--- src/rtl/karatsuba_mul_arbiter.sv ---
// Two-requester round-robin front end for one shared
// iterative 32x32 Karatsuba multiplier, with hang timeout.
module karatsuba_mul_arbiter #(
    parameter int TIMEOUT = 16
) (
    input  logic        clk,
    input  logic        rst,
    input  logic        req0_valid,
    input  logic [31:0] req0_a,
    input  logic [31:0] req0_b,
    output logic        req0_ready,
    input  logic        req1_valid,
    input  logic [31:0] req1_a,
    input  logic [31:0] req1_b,
    output logic        req1_ready,
    output logic        resp_valid,
    output logic        resp_id,
    output logic [63:0] resp_data,
    output logic        resp_err,
    input  logic        resp_ready,
    output logic        mul_rst,
    output logic        mul_enable,
    output logic [31:0] mul_A,
    output logic [31:0] mul_B,
    input  logic [63:0] mul_C,
    input  logic        mul_done,
    output logic        busy
);

    localparam int CW = (TIMEOUT > 1) ? $clog2(TIMEOUT) : 1;
    localparam logic [CW-1:0] CNT_LAST = CW'(TIMEOUT - 1);

    typedef enum logic [1:0] {
        S_IDLE,
        S_LOAD,
        S_RUN,
        S_RESP
    } state_t;

    state_t        state_q, state_d;
    logic          ptr_q, ptr_d;
    logic [CW-1:0] cnt_q, cnt_d;
    logic [31:0]   a_q, a_d;
    logic [31:0]   b_q, b_d;
    logic          id_q, id_d;
    logic [63:0]   data_q, data_d;
    logic          err_q, err_d;
    logic          rv_q, rv_d;
    logic          mrst_q, mrst_d;
    logic          men_q, men_d;
    logic          busy_q, busy_d;
    logic          gnt0, gnt1;

    // Round-robin winner: a lone requester wins, ties go to ptr
    always_comb begin
        gnt1 = req1_valid && (!req0_valid || ptr_q);
        gnt0 = req0_valid && !gnt1;
    end

    assign req0_ready = (state_q == S_IDLE) && gnt0;
    assign req1_ready = (state_q == S_IDLE) && gnt1;

    assign resp_valid = rv_q;
    assign resp_id    = id_q;
    assign resp_data  = data_q;
    assign resp_err   = err_q;
    assign mul_rst    = mrst_q;
    assign mul_enable = men_q;
    assign mul_A      = a_q;
    assign mul_B      = b_q;
    assign busy       = busy_q;

    // Next-state and next-output computation for the sequencer
    always_comb begin
        state_d = state_q;
        ptr_d   = ptr_q;
        cnt_d   = cnt_q;
        a_d     = a_q;
        b_d     = b_q;
        id_d    = id_q;
        data_d  = data_q;
        err_d   = err_q;
        rv_d    = 1'b0;
        mrst_d  = 1'b0;
        men_d   = 1'b0;
        case (state_q)
            S_IDLE: begin
                if (gnt0 || gnt1) begin
                    a_d     = gnt1 ? req1_a : req0_a;
                    b_d     = gnt1 ? req1_b : req0_b;
                    id_d    = gnt1;
                    ptr_d   = !gnt1;
                    mrst_d  = 1'b1;
                    state_d = S_LOAD;
                end
            end
            S_LOAD: begin
                cnt_d   = '0;
                men_d   = 1'b1;
                state_d = S_RUN;
            end
            S_RUN: begin
                if (mul_done) begin
                    data_d  = mul_C;
                    err_d   = 1'b0;
                    rv_d    = 1'b1;
                    state_d = S_RESP;
                end else if (cnt_q == CNT_LAST) begin
                    data_d  = '0;
                    err_d   = 1'b1;
                    rv_d    = 1'b1;
                    state_d = S_RESP;
                end else begin
                    cnt_d = cnt_q + 1'b1;
                    men_d = 1'b1;
                end
            end
            S_RESP: begin
                if (resp_ready) begin
                    state_d = S_IDLE;
                end else begin
                    rv_d = 1'b1;
                end
            end
            default: state_d = S_IDLE;
        endcase
        busy_d = (state_d != S_IDLE);
    end

    // State and registered outputs, synchronous reset
    always_ff @(posedge clk) begin
        if (rst) begin
            state_q <= S_IDLE;
            ptr_q   <= 1'b0;
            cnt_q   <= '0;
            a_q     <= '0;
            b_q     <= '0;
            id_q    <= 1'b0;
            data_q  <= '0;
            err_q   <= 1'b0;
            rv_q    <= 1'b0;
            mrst_q  <= 1'b1;
            men_q   <= 1'b0;
            busy_q  <= 1'b0;
        end else begin
            state_q <= state_d;
            ptr_q   <= ptr_d;
            cnt_q   <= cnt_d;
            a_q     <= a_d;
            b_q     <= b_d;
            id_q    <= id_d;
            data_q  <= data_d;
            err_q   <= err_d;
            rv_q    <= rv_d;
            mrst_q  <= mrst_d;
            men_q   <= men_d;
            busy_q  <= busy_d;
        end
    end

endmodule

--- config.mk ---
export PLATFORM = sky130hd
export DESIGN_NAME = karatsuba_mul_arbiter
export DESIGN_NICKNAME = d
export VERILOG_FILES = /design/src/rtl/karatsuba_mul_arbiter.sv
export SDC_FILE = /design/constraint.sdc
export NUM_CORES = 1
export LEC_CHECK = 0
export BUFFER_PORTS_ARGS = -buffer_cell sky130_fd_sc_hd__buf_2
export CORE_AREA = 2 2 130 132
export CTS_BUF_LIST = sky130_fd_sc_hd__clkbuf_2
export DETAILED_ROUTE_END_ITERATION = 6
export DIE_AREA = 0 0 132 134
export GPL_TIMING_DRIVEN = 1
export PLACE_DENSITY = 0.69
export SETUP_SLACK_MARGIN = 0.15
export SYNTH_ARGS = -nofsm -noshare
export SYNTH_HDL_FRONTEND = slang
export SYNTH_SLANG_ARGS = --single-unit
export TNS_END_PERCENT = 10
--- constraint.sdc ---
create_clock -name clk -period 1.52 [get_ports clk]
set_input_delay 0.152 -clock clk [delete_from_list [all_inputs] [get_ports clk]]
set_output_delay 0.152 -clock clk [all_outputs]
set_load 0.03 [all_outputs]
# After elaboration in Yosys (flattened, before gate mapping)
# Index checks and enable logic that the tools add are counted.
# op_classes
n_addsub	1
n_eq_ne	6
mux	23
reduce_logical	15
# op_table
cell	count
$mux 64	2
$mux 32	2
$mux 1	9
$mux 2	4
$mux 4	2
$pmux 2 s4	1
$pmux 4 s2	1
$reduce_bool 2->1	3
$add 4x1->4 const B	1
$eq 2x2->1 const B	2
$eq 4x4->1 const B	1
$logic_and 1x1->1	4
$ne 2x2->1 const B	2
$pmux 1 s2	2
$reduce_and 2->1	2
$reduce_and 3->1	1
$eq 2x1->1 const B	1
$logic_not 1->1	2
$logic_not 2->1	1
$logic_or 1x1->1	2
# word_totals
reg_bits	141
inputBits	198
wordCells	57

# Longest topological paths before layout
# Gate-level depths: netlist of the first run.
# depth
depth_word	9
ltp_mapped	7
ltp_nobuf	6

# Worst setup path before layout of the first run
# Ideal clock, no wire load.
# synth_timing
kind	register to register
start	register state_q[0]
end	register b_q[11] (netlist: mul_B[11])
arrival_time_ns	1.491
slack_ns	-0.098
stages_incl_launch_ff	7
synth_period_minus_slack_ns	1.618
path_cell_list	dfxtp_1 -> inv_1 -> ha_1 -> o211a_1 -> clkbuf_1 -> a222oi_1 -> nor2_1
# synth_via
elab_chain_len	2
# synth_rtl
item	line_no	rtl
start, declared	40	state_t state_q, state_d;
start signal, assigned	146	state_q <= state_d;
$logic_not 2->1	86	case (state_q)
$reduce_and 2->1 (no source line)	--	
end signal, assigned	137	b_q <= '0;
end signal, assigned	150	b_q <= b_d;
end, declared	44	logic [31:0] b_q, b_d;
# No other way between the ends.
# A chain may end at the register's enable or synchronous reset.

# Final worst setup path of the first run
# layout_timing
start	register state_q[1]
end	output req0_ready
# layout_via
elab_chain_len	2
# layout_rtl
item	line_no	rtl
$logic_not 2->1	60	assign req0_ready = (state_q == S_IDLE) && gnt0;
$logic_and 1x1->1	60	
end, declared	11	output logic req0_ready,
# No other way between the ends.

==> results of run 1 <==
==> timing repair <==
| action | in CTS | in global routing |
|---|---|---|
| resized for setup | 340 | 88 |
| endpoints found under the hold margin | 140 | 0 |
| pin swaps | 23 | 46 |
| gates cloned | 7 | 7 |
| hold buffers | 197 | 0 |
| setup endpoints to repair | 268 | 273 |
| setup buffers | 18 | 5 |
==> worst max-delay path by stage <==
stage	start	endpoint	slack (ps)	depth (start not counted)
after CTS	state_q[1]$_SDFF_PP0_	req0_ready	-570	6
after global placement	state_q[1]$_SDFF_PP0_	mul_B[6]$_SDFFE_PP0P_	20	7
after detailed placement	state_q[0]$_SDFF_PP0_	resp_data[20]$_SDFFE_PP0N_	-40	6
after floorplan	state_q[0]$_SDFF_PP0_	busy$_SDFF_PP0_	120	6
after global routing	state_q[1]$_SDFF_PP0_	req0_ready	-570	6
final	state_q[1]$_SDFF_PP0_	req0_ready	-440	6
==> flip-flops by register name, summed over array words and instances, names as in the netlist <==
register	flops
state_q	2
mul_enable	1
cnt_q	4
resp_id	1
resp_data	64
mul_rst	1
ptr_q	1
mul_A	32
busy	1
mul_B	32
resp_err	1
resp_valid	1
==> cell usage after synthesis, drive strengths merged <==
master	number
and2b	1
o31a	3
nor3	4
o21a	2
nor3b	1
and2	12
a222oi	21
a211oi	33
o211ai	1
nor2	124
mux2	1
or3b	1
ha	6
a22oi	64
o21ai	4
o211a	1
a221o	11
a21o	2
and3	2
buf	21
nor2b	3
nand3	2
clkbuf	27
inv	5
nand2	2
a21oi	2
mux2i	32
nand2b	2
a31oi	3
dfxtp	141
xor2	2
a41oi	1
==> routing by layer <==
| metal | part of all wire [%] | GRT usage (%) | up-vias |
|---|---|---|---|
| li1 | - | - | 3099 |
| met2 | 52 | 46.38 | 375 |
| met5 | 0 | 0 | - |
| met3 | 7.0 | 8.352 | 118 |
| met4 | 6.0 | 16.49 | 0 |
| met1 | 35 | 26.46 | 3272 |
==> area by class of cell <==
cell class                 count  area [µm²]  share of cell area [%]
antenna                        4       10.01                 0.08836
clock buffer                  19       95.09                  0.8394
multi-input combinational    343        2675                   23.61
inverter                       5       26.28                  0.2319
sequential                   141        2948                   26.02
tap                          220       275.3                   2.430
clock inverter                12       122.6                   1.082
timing repair buffer         584        5176                   45.69
==> where the power goes <==
group          switching, mW  internal [mW]  total, mW
Sequential             0.221           4.02       4.24
Combinational           1.71           1.73       3.44
Clock                   1.41          0.742       2.15
==> cells by family after synthesis <==
logic type | synth area share (%)
DFF | 52.51
buffers and inverters | 5.121
AOI/OAI and AO/OA | 22.37
xor gates and xnor gates | 0.3259
adders and majority gates | 1.397
muxes | 6.169
and+or+nand+nor | 12.10
==> metrics by stage <==
stage	util (%)	cells	hold WS (ps)	cell area (µm²)	setup WS, ps
after floorplan	-	537	289.8	5479	119.5
after global placement	45.11	1060	376.8	7348	23.22
after detailed placement	45.11	1060	378.7	7348	-38.04
after CTS	66.30	1313	3.056	10800	-572.6
after global routing	69.54	1328	48.25	11330	-568.0
final	69.54	1328	111.3	11330	-442.5
==> cells in the final DEF, fill, tap and decap left out, types with 3 or more instances in the layout <==
master and n:
buf_4 61, nor2_1 120, clkbuf_16 6, mux2i_1 32
dlygate4sd3_1 197, and2_1 9, a221o_1 11, clkbuf_2 19
dfxtp_2 94, a211oi_1 15, buf_6 101, buf_8 7
inv_4 3, dfxtp_1 45, a211oi_2 17, diode_2 4
a222oi_1 21, buf_12 9, buf_16 7, a22oi_1 29
buf_2 196, clkinv_2 3, clkinvlp_4 3, and2_4 3
o31a_1 3, a22oi_2 35
==> worst min-delay path, stage by stage <==
cell and delay, ps:
buf_2 200, o21a_4 180, nor2_2 40, buf_6 130, inv_1 50
==> reports/qor.csv, run 1 <==
metric,value,unit
status,finished with violations,
violations,"design-rule violations, negative setup slack",
avgSynthCellArea,10.01,µm²
p_total,9.835,mW
crit_chain,inv_4 -> ha_4 -> inv_4 -> a211oi_4 -> buf_12 -> buf_8,
r2r_end,mul_B[4]$_SDFFE_PP0P_,
reg2reg_depth,9,
reg2reg_slack,-170,ps
grt_pass1_wl,36510,µm
htree_levels,4,
cp.required,1370,ps
ys_top_cells_by_area,"dfxtp_1, a22oi_1, nor2_1, mux2i_1, a211oi_1",
drt_iter0_drc,420,
path_class,reg -> out,
rsz0062_at_grt,yes,
arrival,1810,ps
dr_total_vias,6864,
dr.pass1.iters,7,
clock_skew,30.85,ps
hold_depth,5,
grt_usage,26.05,%
ant_nets,0,
port_buffers,333,
grt_max_degree,67,
crit_path_top_delay_cell,dfxtp_4,
setup.worst_path.end_class,output pin,
grt-ovfl-total,0,
tritoncts,yes,
via_per_inst,5.169,
critPathTopFamily,flip-flops,
initial_core_util,33.00,%
die_h,134,µm
r2r_start,state_q[1]$_SDFF_PP0_,
numCtsBuffers,17,
finalSetupTns,-10870,ps
coreArea,0.01629,mm²
hold_path_end,mul_rst$_SDFF_PP1_,
seq_area_frac_synth,52.51,%
synth_area_leader_cell,dfxtp_1,
area_growth_syn_to_layout,110.8,%
layout.nets,1296,
ys_types,41,
die_w,132,µm
io_pins,334,
crit_fanout,3,
hpwlAfterDp,11390,µm
finalWorstSetupSlack,-442.5,ps
power.density,868.1,mW/mm²
cts.path.max_buffers,2,
root_buffer,clkbuf_2,
first_global_vias,7036,
synthCells,537,
final.period_utilization,129.1,%
wl_per_cell,19.49,µm
path_common_cell,inv_4,
clock-sinks,141,
clk_latency,680,ps
drive_above_1_share,53.99,%
wl,25890,µm
tightest_slew,670.8,ps
drc_errors,3,
dieArea,0.01769,mm²
crit_buf_inv,4,
syn_nets,741,
antenna_found_initial,4,
row_count,47,
setup_viol,130,
finalCriticalPeriod,1963,ps
clkTransAtPathRegs,200,ps
yosys_warnings,0,
cap_violations,0,
critPathMaxStageDelay,400,ps
p_leak,5.068,nW
synth.ff_latch_count,141,
fmax,509.5,MHz
hold_start,req1_valid,
irDropWorstVdd,0.4389,mV
synth.cell_area,0.005375,mm²
gp_congestion,0.7911,
synth_top_area_share,52.51,%
slew_viol_final,0,
fillers,1058,
cp-start-kind,flop,
hp-class,in -> reg,
slew-limit-headroom,55.28,%
hold_viol_final,0,
Note: power is estimated with default switching activity, not from simulation.
==> run 2, diff against run 1 <==
MAX_ROUTING_LAYER = met4   (was unset)
==> reports/qor.csv, run 2 (same netlist as run 1, synthesis figures left out) <==
metric,value,unit,change
drive_above_1_share,54.03,%,about the same
hold_slack,106.3,ps,-4.926 ps
initial_core_util,33.00,%,unchanged
setup.worst_path.end_class,output pin,,
clock-sinks,141,,unchanged
via_per_inst,5.188,,+0.38%
largest_reg_flops,64,,unchanged
hold_start,req1_valid,,
irDropWorstVdd,0.4439,mV,+1.1%
row_count,47,,unchanged
dr.pass1.iters,7,,unchanged
power_frac_comb,35.1,%,about the same
finalWorstSetupSlack,-445.5,ps,-3.025 ps
p_int,6.495,mW,about the same
drt_iter0_drc,383,,-8.8%
finalInstanceArea,0.01131,mm²,-0.13%
p_leak,5.058,nW,-0.20%
crit_path_top_delay_cell,dfxtp_4,,
dieArea,0.01769,mm²,unchanged
violations,negative setup slack,,
root_buffer,clkbuf_2,,
dp_slack,-38.04,ps,unchanged
r2r_start,state_q[1]$_SDFF_PP0_,,
grt_usage,26.86,%,+0.81 points
dr_total_vias,6890,,+0.38%
layout.nets,1295,,-0.077%
critPathTopFamily,flip-flops,,
slew-limit-headroom,53.89,%,-1.4 points
p_seq_share,43.1,%,about the same
coreArea,0.01629,mm²,unchanged
dp.cells,1060,,unchanged
setup_viol,131,,+0.77%
die_h,134,µm,unchanged
hp-class,in -> reg,,
grt_pass1_wl,36470,µm,-0.11%
first_global_vias,7067,,+0.44%
path_common_cell,inv_4,,
area_growth_syn_to_layout,110.5,%,
final-instance-count-excl-fill,1328,,unchanged
rsz0062_at_grt,yes,,
p_switching,3.342,mW,about the same
fillers,1059,,+0.095%
fin_util,69.45,%,-0.092 points
cap_violations,0,,unchanged
final_cell_mix,"dlygate4sd3_1, buf_2, nor2_1",,
antenna_found_initial,4,,unchanged
dpl_cell_area,0.007348,mm²,unchanged
tightest_slew,691.6,ps,+20.79 ps
finalSetupTns,-11190,ps,-321.2 ps
cp-start-kind,flop,,
htree_levels,4,,unchanged
p_total,9.837,mW,about the same
clkTransAtPathRegs,200,ps,about the same
path_class,reg -> out,,
grt_max_degree,67,,unchanged
crit_buf_inv,4,,unchanged
layout_commonest_cell,dlygate4sd3_1,,
status,finished with violations,,
tritoncts,yes,,
grt-ovfl-total,0,,unchanged
crit_fanout,3,,unchanged
clkPwrFrac,21.8,%,about the same
fmax,508.8,MHz,-0.15%
clock_skew,34.50,ps,+3.648 ps
crit_chain,inv_4 -> ha_4 -> inv_4 -> a211oi_4 -> buf_12 -> buf_8,,
drc_errors,0,,-3
cp.required,1370,ps,about the same
die_w,132,µm,unchanged
cts.path.max_buffers,2,,unchanged
wl_per_cell,19.52,µm,+0.15%
io_pins,334,,unchanged
gp_congestion,0.8023,,+1.4%
finalCriticalPeriod,1966,ps,+3.025 ps
numCtsBuffers,17,,unchanged
port_buffers,333,,unchanged
hpwlAfterDp,11390,µm,unchanged
wl,25930,µm,+0.15%
final.period_utilization,129.3,%,+0.20 points
sw_frac_of_total,33.97,%,about the same
power.density,869.5,mW/mm²,+0.16%
crit_start,state_q[1]$_SDFF_PP0_,,
critPathMaxStageDelay,400,ps,about the same
arrival,1810,ps,about the same
hold_viol_final,0,,unchanged
slew_viol_final,0,,unchanged
clk_latency,690,ps,about the same
ant_nets,0,,unchanged
[run 2: power by group through the flow]
stage / Sequential, mW / Clock [mW] / Combinational, mW
2_1_floorplan: 4.74 / 0 / 0.846
3_5_place_dp: 4.21 / 0 / 2.13
3_3_place_gp: 4.20 / 0 / 2.12
6_report: 4.24 / 2.15 / 3.45
5_1_grt: 4.27 / 2.35 / 3.60
4_1_cts: 4.20 / 2.23 / 3.01
[run 2: timing repair]
item | CTS | global route
hold buffers | 197 | 0
setup buffers | 18 | 5
setup endpoints to repair | 268 | 273
cloned | 7 | 6
resized for setup | 340 | 92
pin swaps | 23 | 45
endpoints found under the hold margin | 140 | 0
[run 2: cell type report]
class	instances	area, µm²	share of cell area (%)
clock buffer	19	95.09	0.8405
timing repair buffer	583	5162	45.63
antenna	5	12.51	0.1106
inverter	5	26.28	0.2322
tap	220	275.3	2.433
multi-input combinational	343	2668	23.58
clock inverter	12	122.6	1.084
sequential	141	2952	26.09
[run 2: path summary, 6_finish.rpt]
kind	endpoint	slack (ps)	cells past startpoint
setup reg to reg	mul_B[4]$_SDFFE_PP0P_	-170	9
hold / removal	mul_rst$_SDFF_PP1_	110	5
hold reg to reg	resp_id$_SDFFE_PP0P_	490	1
setup / recovery	req0_ready	-450	6
[run 2: worst register-to-register path, delay by kind of cell, from the launching register on]
| family | cells | cell delay, ps |
|---|---|---|
| AND/OR/NAND/NOR | 1 | 90 |
| flip-flops | 1 | 410 |
| buffers and inverters | 5 | 530 |
| AO/OA/AOI/OAI | 2 | 420 |
| adder cells (fa/ha/maj) | 1 | 160 |
[run 2: routing by layer]
metal  vias up  global-route usage, %  routed length [µm]
li1       3100                      -                   -
met1      3294                  27.33                9193
met2       380                  46.38               13530
met3       116                  7.029                1758
met4         0                  16.61                1442
met5         -                      -                   0
